==> src/rtl/ahb_matrix_decode_param.sv <==
// AHB bus-matrix input-stage decoder: base/mask region match, boot remap, data-phase
// response mux and a two-cycle ERROR default slave with an unmapped-access log.
module ahb_matrix_decode_param #(
    parameter int                      NUM_PORTS  = 3,
    parameter logic [22*NUM_PORTS-1:0] BASE_ADDR  = {22'h0C0000, 22'h040000, 22'h000000},
    parameter logic [22*NUM_PORTS-1:0] ADDR_MASK  = {22'h3C0000, 22'h3FFFC0, 22'h3FFFF0},
    parameter int                      REMAP_PORT = 1,
    parameter int                      CNT_W      = 16
) (
    input  logic                      HCLK,
    input  logic                      HRESETn,
    input  logic                      HREADYS,
    input  logic                      sel_dec,
    input  logic [21:0]               decode_addr_dec,
    input  logic [1:0]                trans_dec,
    input  logic                      remap,
    input  logic                      err_clr,
    input  logic [NUM_PORTS-1:0]      active_in,
    input  logic [NUM_PORTS-1:0]      readyout_in,
    input  logic [2*NUM_PORTS-1:0]    resp_in,
    input  logic [32*NUM_PORTS-1:0]   rdata_in,
    input  logic [32*NUM_PORTS-1:0]   ruser_in,
    output logic [NUM_PORTS-1:0]      sel_out,
    output logic                      active_dec,
    output logic                      HREADYOUTS,
    output logic [1:0]                HRESPS,
    output logic [31:0]               HRDATAS,
    output logic [31:0]               HRUSERS,
    output logic [CNT_W-1:0]          err_count,
    output logic [21:0]               err_addr
);

    localparam int             PW  = $clog2(NUM_PORTS + 1);
    localparam logic [PW-1:0]  DFT = PW'(NUM_PORTS);

    typedef enum logic [1:0] {IDLE, ERR1, ERR2} dft_state_t;

    dft_state_t              state_q, state_d;
    logic [PW-1:0]           data_port_q;
    logic [PW-1:0]           match_port;
    logic [PW-1:0]           addr_port;
    logic [NUM_PORTS-1:0]    match;
    logic                    trigger;
    logic                    dft_ready;
    logic [1:0]              dft_resp;
    logic [CNT_W-1:0]        err_count_q, err_count_d;
    logic [21:0]             err_addr_q, err_addr_d;

    genvar gi;
    generate
        for (gi = 0; gi < NUM_PORTS; gi++) begin : g_port
            assign match[gi]   = (decode_addr_dec & ADDR_MASK[22*gi +: 22])
                              == (BASE_ADDR[22*gi +: 22] & ADDR_MASK[22*gi +: 22]);
            assign sel_out[gi] = sel_dec && (addr_port == PW'(gi));
        end
    endgenerate

    // Descending scan so the lowest matching index is the one left standing.
    always_comb begin
        match_port = DFT;
        for (int i = NUM_PORTS - 1; i >= 0; i--) begin
            if (match[i]) match_port = PW'(i);
        end
        addr_port = match_port;
        if (remap && (match_port == '0)) addr_port = PW'(REMAP_PORT);
        if ((trans_dec == 2'b00) && (data_port_q != DFT)) addr_port = data_port_q;
    end

    always_comb begin
        active_dec = 1'b1;
        for (int i = 0; i < NUM_PORTS; i++) begin
            if (addr_port == PW'(i)) active_dec = active_in[i];
        end
    end

    assign trigger = sel_dec && (addr_port == DFT) && HREADYS && trans_dec[1];

    always_comb begin
        state_d   = state_q;
        dft_ready = 1'b1;
        dft_resp  = 2'b00;
        case (state_q)
            IDLE: if (trigger) state_d = ERR1;
            ERR1: begin
                dft_ready = 1'b0;
                dft_resp  = 2'b01;
                state_d   = ERR2;
            end
            ERR2: begin
                dft_resp = 2'b01;
                state_d  = trigger ? ERR1 : IDLE;
            end
            default: state_d = IDLE;
        endcase
    end

    always_comb begin
        HREADYOUTS = dft_ready;
        HRESPS     = dft_resp;
        HRDATAS    = '0;
        HRUSERS    = '0;
        for (int i = 0; i < NUM_PORTS; i++) begin
            if (data_port_q == PW'(i)) begin
                HREADYOUTS = readyout_in[i];
                HRESPS     = resp_in[2*i +: 2];
                HRDATAS    = rdata_in[32*i +: 32];
                HRUSERS    = ruser_in[32*i +: 32];
            end
        end
    end

    // A trigger coinciding with a clear is logged as the first event after the clear.
    always_comb begin
        err_count_d = err_count_q;
        err_addr_d  = err_addr_q;
        if (err_clr) begin
            err_count_d = trigger ? CNT_W'(1) : '0;
            err_addr_d  = trigger ? decode_addr_dec : '0;
        end else if (trigger) begin
            err_count_d = (&err_count_q) ? err_count_q : err_count_q + CNT_W'(1);
            err_addr_d  = decode_addr_dec;
        end
    end

    always_ff @(posedge HCLK or negedge HRESETn) begin
        if (!HRESETn) begin
            state_q     <= IDLE;
            data_port_q <= '0;
            err_count_q <= '0;
            err_addr_q  <= '0;
        end else begin
            state_q     <= state_d;
            if (HREADYS) data_port_q <= addr_port;
            err_count_q <= err_count_d;
            err_addr_q  <= err_addr_d;
        end
    end

    assign err_count = err_count_q;
    assign err_addr  = err_addr_q;

endmodule

==> config.mk <==
export PLATFORM = sky130hd
export DESIGN_NAME = ahb_matrix_decode_param
export DESIGN_NICKNAME = d
export VERILOG_FILES = /design/src/rtl/ahb_matrix_decode_param.sv
export SDC_FILE = /design/constraint.sdc
export NUM_CORES = 1
export LEC_CHECK = 0
export ABC_AREA = 1
export CORE_AREA = 4 4 132 134
export DETAILED_ROUTE_END_ITERATION = 7
export DIE_AREA = 0 0 136 138
export MAX_ROUTING_LAYER = met4
export PLACE_DENSITY = 0.68
export SLEW_MARGIN = 40
export SYNTH_ARGS = -nofsm -noshare
export SYNTH_HDL_FRONTEND = slang
export SYNTH_SLANG_ARGS = --single-unit
==> constraint.sdc <==
create_clock -name HCLK -period 1.8 [get_ports HCLK]
set_clock_uncertainty 0.15 [all_clocks]
set_input_delay 0.36 -clock HCLK [delete_from_list [all_inputs] [get_ports HCLK]]
set_output_delay 0.36 -clock HCLK [all_outputs]
set_load 0.01 [all_outputs]
==> results.ini, run 1 <==
[yosys]
yosysTopAreaCellShare=0.309
synth_seq_area_share=0.297
syn_nets=833
yosysTopAreaCell=nand2_1
synth_cells=593
synth.distinct_cells=32
yosys-top-cells-area=nand2_1 (31%), dfrtp_1 (30%), nand3_1 (15%)
ys_warn_count=0
ys_ff_latch=42
syn-cell-area_mm2=0.00354
syn_area_per_cell_um2=5.98

[route]
first_iter_violations=214
dr_wl_met2_um=12200
top_layer_used=met4
antenna_left=0
viasPerCell=4.53
drc_errors=0
wire_per_inst_um=17.4
wl_met3_um=1450
totalWireLength_um=22000
wl_met1_um=7760
dr.pass1.iters=5
vias=5730

[place]
gp_congestion=0.891
hpwl_um=15700
pre_cts_slack_ps=-1000
dp.cells=1192
io_buffers=342

[timing]
slew-limit-headroom=0.632
fin_crit_ps=2200
worst_slack_ps=-400
slew_viol_final=0
rsz0062_at_grt=true
fin_crit_sh=1.22
setup_viol=111
finalHoldViolCount=0
tightest_slew_ps=552
fmax_mhz=454

[outcome]
violations=setup timing
status=finished, violations left

[critical_path]
rr_worst_depth=12
ff2ff_setup_slack_ps=-210
worstPathArrival_ps=1690
critical_path_peak_fanout=6
required_ps=1290
worstSetupStartpoint=data_port_q[1]
worstReg2RegEnd=err_count[3]
crit_path_end_kind=output port
criticalPathCategory=flip-flop to output port
cp-start-kind=flip-flop
critPathCapture=HRESPS[0]
r2r-start=data_port_q[1]

[cells_and_area]
layout-drive-gt1-share=0.381
nNetsFinal=1283
final-instance-count-excl-fill=1264
n_antenna_cell=0
syn_to_final_growth_pct=165
fin_util=0.576

[power_and_ir_drop]
p_sw_frac=0.333
power_density_mw_per_mm2=503
clkPwrFrac=0.221
fin_total_pwr_mw=4.72
sequentialPowerShare=0.220
leakagePower_nw=4.65
switchingPower_mw=1.57
p_int_mw=3.15
combPwrFrac=0.559
ir_drop_v=0.000317

[grt]
grt_util_all_layers=0.222
antenna_found_initial=0
grt_max_degree=43
grt_pass1_wl_um=31800
grt_overflow=0
grt_pass1_vias=5893

[clock_network]
cts_tree=built
cts_buffers=5
cts_hold_buf=0
clkSlewWorstSetupHoldPaths_ps=60
root_buffer=clkbuf_16
h-tree-depth=2
clk_path_buf_depth=2
cts.sinks=42
clk_latency_ps=280

[job]
cap_violations=0

[min_path]
min_path_type=primary input to async pin

[die]
coreArea_mm2=0.0163
rows=47
io_pins=343
die_area_mm2=0.0188
initial_core_util=0.218
die_w_um=136
die_h_um=138

[cell type report]
cell class	instances	area, µm²
Fill cell	1471	6900
Tap cell	220	275
Clock buffer	5	125
Sequential cell	42	1060
Timing Repair Buffer	474	4740
Clock inverter	3	45.0
Inverter	22	87.6
Multi-Input combinational cell	498	3060
[worst max-delay path: stages (launching register included)]
cell     delay (ps)
dfrtp_1         420
buf_6           130
nor2_4          130
buf_4           130
buf_6           110
buf_16          130
nand2_2          40
a31oi_1         160
buf_2           160
[cells by family (layout without fill, tap and decap cells)]
| kind of cell | after synthesis | after routing | share of synthesized area |
|---|---|---|---|
| XOR/XNOR | 14 | 14 | 0.0346 |
| adder cells (fa/ha/maj) | 6 | 6 | 0.0212 |
| AO/OA/AOI/OAI | 17 | 17 | 0.0286 |
| flip-flops | 42 | 42 | 0.297 |
| buffers and inverters | 55 | 504 | 0.0667 |
| AND/OR/NAND/NOR | 459 | 461 | 0.552 |
[what timing repair did]
action | 4_1_cts | 5_1_grt
gates cloned | 10 | 1
pin swaps | 52 | 35
setup endpoints to repair | 128 | 115
gates resized for setup | 503 | 145
setup buffers | 49 | 16
[layer usage]
layer,vias to the layer above,global-route usage
met4,0,0.0504
met1,2678,0.233
met2,216,0.416
met3,43,0.0494
li1,2793,-
met5,-,-
[how the worst min path moves through the flow]
stage	start	endpoint	slack, ps	cells after the start
floorplan	HRESETn	data_port_q[0]	-90	0
global placement	HRESETn	err_addr[8]	320	2
detailed placement	HRESETn	err_addr[21]	320	2
CTS	HRESETn	err_addr[6]	20	2
global route	HRESETn	err_addr[6]	40	2
finish	HRESETn	err_addr[21]	0.5	2
[power groups by stage]
stage / registers, mW / logic [mW] / clock network, mW
final: 1.04 / 2.64 / 1.04
after global routing: 1.05 / 2.82 / 1.11
after CTS: 1.03 / 2.43 / 1.05
after detailed placement: 1.05 / 2.09 / 0
after global placement: 1.05 / 2.08 / 0
after floorplan: 1.06 / 0.653 / 0
[synthesized netlist by cell type]
| cell type | n |
|---|---|
| nand2_1 | 292 |
| nand3_1 | 104 |
| dfrtp_1 | 42 |
| nor2_1 | 35 |
| clkbuf_1 | 18 |
| inv_1 | 18 |
| xor2_1 | 13 |
| nand4_1 | 8 |
| buf_2 | 6 |
| ha_1 | 6 |
| nand2_2 | 6 |
| o21ai_0 | 6 |
| buf_1 | 5 |
| inv_2 | 4 |
| nor2_2 | 4 |
| nor3_1 | 4 |
| o21ai_1 | 3 |
| buf_4 | 2 |
| buf_6 | 2 |
| nor2_4 | 2 |
| o22ai_1 | 2 |
| a21oi_1 | 1 |
| a22oi_1 | 1 |
| a31oi_1 | 1 |
| nand2_4 | 1 |
| nand3_2 | 1 |
| nand3_4 | 1 |
| nor3_4 | 1 |
| o2111ai_1 | 1 |
| o21ai_2 | 1 |
| o21bai_1 | 1 |
| xnor2_1 | 1 |
[per-stage QoR]
| step | instance area [µm²] | setup TNS (ps) | hold WS, ps |
|---|---|---|---|
| after floorplan | 3540 | -1400 | -85.6 |
| after global placement | 7720 | -57170 | 322 |
| after detailed placement | 7720 | -59410 | 324 |
| after CTS | 8920 | -30180 | 19.4 |
| after global routing | 9390 | -36450 | 38.0 |
| final | 9390 | -27600 | 0.519 |
[state kept, by name, indices dropped and copies added (netlist names)]
register	count
state_q	2
data_port_q	2
err_addr	22
err_count	16
[cell usage in the layout (no fill, tap or decap), types with 5 or more instances in the layout]
cell and instances:
buf_2 18, buf_8 8, buf_4 83, dfrtp_1 38, nor2_4 7, buf_12 15
nor2_2 10, clkbuf_16 6, inv_1 18, nand3_2 68, xor2_1 13, nand3_4 5
nand2_4 22, nand2_2 56, nor2_1 25, ha_1 6, buf_6 78, dlygate4sd2_1 26
nand4_1 8, nand3_1 33, o21ai_1 5, nand2_1 219, clkdlybuf4s50_1 236, clkdlybuf4s15_1 5
Note: power is estimated with default switching activity, not from simulation.
==> run 2: changes to the inputs <==
- CORE_AREA: 4 4 132 134 -> 2 2 134 136
- PLACE_DENSITY: 0.68 -> 0.65
==> results.ini, run 2 (synthesis results as in run 1) <==
[route]
viasPerCell=4.56  ; +0.51%
drc_errors=0  ; unchanged
wire_per_inst_um=17.5  ; +0.65%
antenna_left=0  ; unchanged
vias=5791  ; +1.1%
totalWireLength_um=22300  ; +1.2%
dr.pass1.iters=4  ; -1
first_iter_violations=215  ; +0.47%

[cells_and_area]
layout-drive-gt1-share=0.403  ; +0.0217
mostFrequentLayoutCells=clkdlybuf4s50_1 (236), nand2_1 (188), buf_6 (81)
final-instance-count-excl-fill=1271  ; +0.55%
largest_reg_flops=22  ; unchanged
nNetsFinal=1279  ; -0.31%
fin_util=0.562  ; -0.0144
syn_to_final_growth_pct=178
layout_commonest_cell=clkdlybuf4s50_1
final_cell_area_mm2=0.00985  ; +4.9%

[die]
initial_core_util=0.202  ; -0.0155
coreArea_mm2=0.0175  ; +7.6%
rows=49  ; +4.3%
die_area_mm2=0.0188  ; unchanged
io_pins=343  ; unchanged
die_w_um=136  ; unchanged
die_h_um=138  ; unchanged

[critical_path]
worstPathArrival_ps=1720  ; +30 ps
crit_path_end_kind=output port
critPathSlowestCell=dfrtp_1
cp_cell_sequence=buf_6, nor2_4, buf_12, buf_8, buf_12, nand2_2, nand3_2, buf_6
criticalPathCategory=flip-flop to output port
required_ps=1290  ; about the same
cp_top_family=buffers and inverters
path_buf_inv=5  ; unchanged
ff2ff_setup_slack_ps=-270  ; -60 ps
cp-start-kind=flip-flop
crit_path_max_incr_delay_ps=410  ; about the same
critical_path_peak_fanout=9  ; +3

[clock_network]
cts.sinks=42  ; unchanged
clk_latency_ps=290  ; about the same
h-tree-depth=2  ; unchanged
clk_path_buf_depth=2  ; unchanged
root_buffer=clkbuf_16
clkSlewWorstSetupHoldPaths_ps=70  ; about the same
cts_tree=built
cts_buffers=5  ; unchanged

[grt]
grt_overflow=0  ; unchanged
grt_pass1_wl_um=32500  ; +2.1%
grt_max_degree=24  ; -44%
grt_util_all_layers=0.230  ; +0.00829
grt_pass1_vias=5946  ; +0.90%
antenna_found_initial=2  ; +2

[power_and_ir_drop]
power_density_mw_per_mm2=504  ; +0.19%
combPwrFrac=0.578  ; +0.019
fin_total_pwr_mw=4.96  ; +5.1%
ir_drop_v=0.000350  ; +11%
switchingPower_mw=1.67  ; +5.9%
p_int_mw=3.30  ; +4.8%
p_sw_frac=0.336  ; +0.00237
sequentialPowerShare=0.209  ; -0.011
leakagePower_nw=4.96  ; +6.5%
clkPwrFrac=0.213  ; -0.008

[place]
pre_cts_slack_ps=-1000  ; -1.19 ps
place_area_mm2=0.00782  ; +1.3%
gp_congestion=0.873  ; -2.0%
io_buffers=342  ; unchanged
hpwl_um=15500  ; -1.3%
dp.cells=1200  ; +0.67%

[timing]
slew_viol_final=0  ; unchanged
fin_crit_ps=2230  ; +28.9 ps
rsz0062_at_grt=true
fin_crit_sh=1.24  ; +0.0160
fmax_mhz=449  ; -1.3%
holdWs_ps=270  ; +269 ps
slew-limit-headroom=0.660  ; +0.0285
fin_tns_setup_ps=-35070  ; -7470 ps
finalHoldViolCount=0  ; unchanged
worst_slack_ps=-429  ; -28.9 ps
setup_viol=112  ; +0.90%
tightest_slew_ps=510  ; -42.7 ps

[outcome]
violations=setup timing
status=finished, violations left

[min_path]
min_path_type=primary input to flip-flop

[job]
cap_violations=0  ; unchanged

-- run 2: cell types whose count changed in the layout (fill, tap and decap cells not counted), sizes merged, moves of 2 or more --
cell,previous run,this run
dlygate4sd2,26,29
clkdlybuf4s15,5,1
diode,0,2
clkinvlp,2,0
buf,203,195
clkbuf,6,9
-- run 2: layout make-up --
cell class | instances | area [µm²]
tap | 229 | 287
inverter | 22 | 87.6
sequential | 42 | 1060
timing repair buffer | 470 | 4970
clock inverter | 3 | 43.8
multi-input combinational | 498 | 3280
fill | 1573 | 7680
antenna | 2 | 5.00
clock buffer | 5 | 125
-- run 2: path summary, 6_finish.rpt --
| path | to | from | cells after the start |
|---|---|---|---|
| max | HRUSERS[24] | data_port_q[0] | 8 |
| min reg2reg | err_addr[8] | err_addr[8] | 2 |
| max in group asynchronous | err_count[15] | HRESETn | 3 |
| min | err_addr[12] | decode_addr_dec[12] | 3 |
| max reg2reg | err_count[10] | data_port_q[0] | 13 |
| min in group asynchronous | err_addr[12] | HRESETn | 2 |
-- run 2: power by group through the flow --
stage	Clock [mW]	Sequential (mW)	Combinational [mW]
after floorplan	0	1.06	0.653
after global placement	0	1.05	2.15
after detailed placement	0	1.05	2.16
after CTS	1.07	1.04	2.61
after global routing	1.11	1.04	3.08
final	1.05	1.04	2.87
-- run 2: per-layer routing --
layer | up-vias | track usage | part of all wire
li1 | 2795 | - | -
met1 | 2704 | 0.260 | 0.38
met2 | 243 | 0.417 | 0.53
met3 | 49 | 0.0367 | 0.057
met4 | 0 | 0.0581 | 0.036
met5 | - | - | 0
-- run 2: timing repair --
action | CTS | global route
gates cloned | 9 | 4
pin swaps | 53 | 32
setup buffers | 41 | 13
hold buffers | 1 | 0
endpoints found under the hold margin | 19 | 0
endpoints found under the setup margin | 125 | 116
resized for setup | 556 | 137
-- run 2: worst register-to-register path, cell delays in order, from the launching register on --
cell     delay [ps]
dfrtp_1         400
inv_2            70
buf_6           120
o21ai_4         130
nand3_2         120
nand2_4         110
buf_4           110
buf_4            90
buf_4           120
nand3_4         140
nand2_8         160
nand2_8         110
nand2_2          90
nand2_1          40
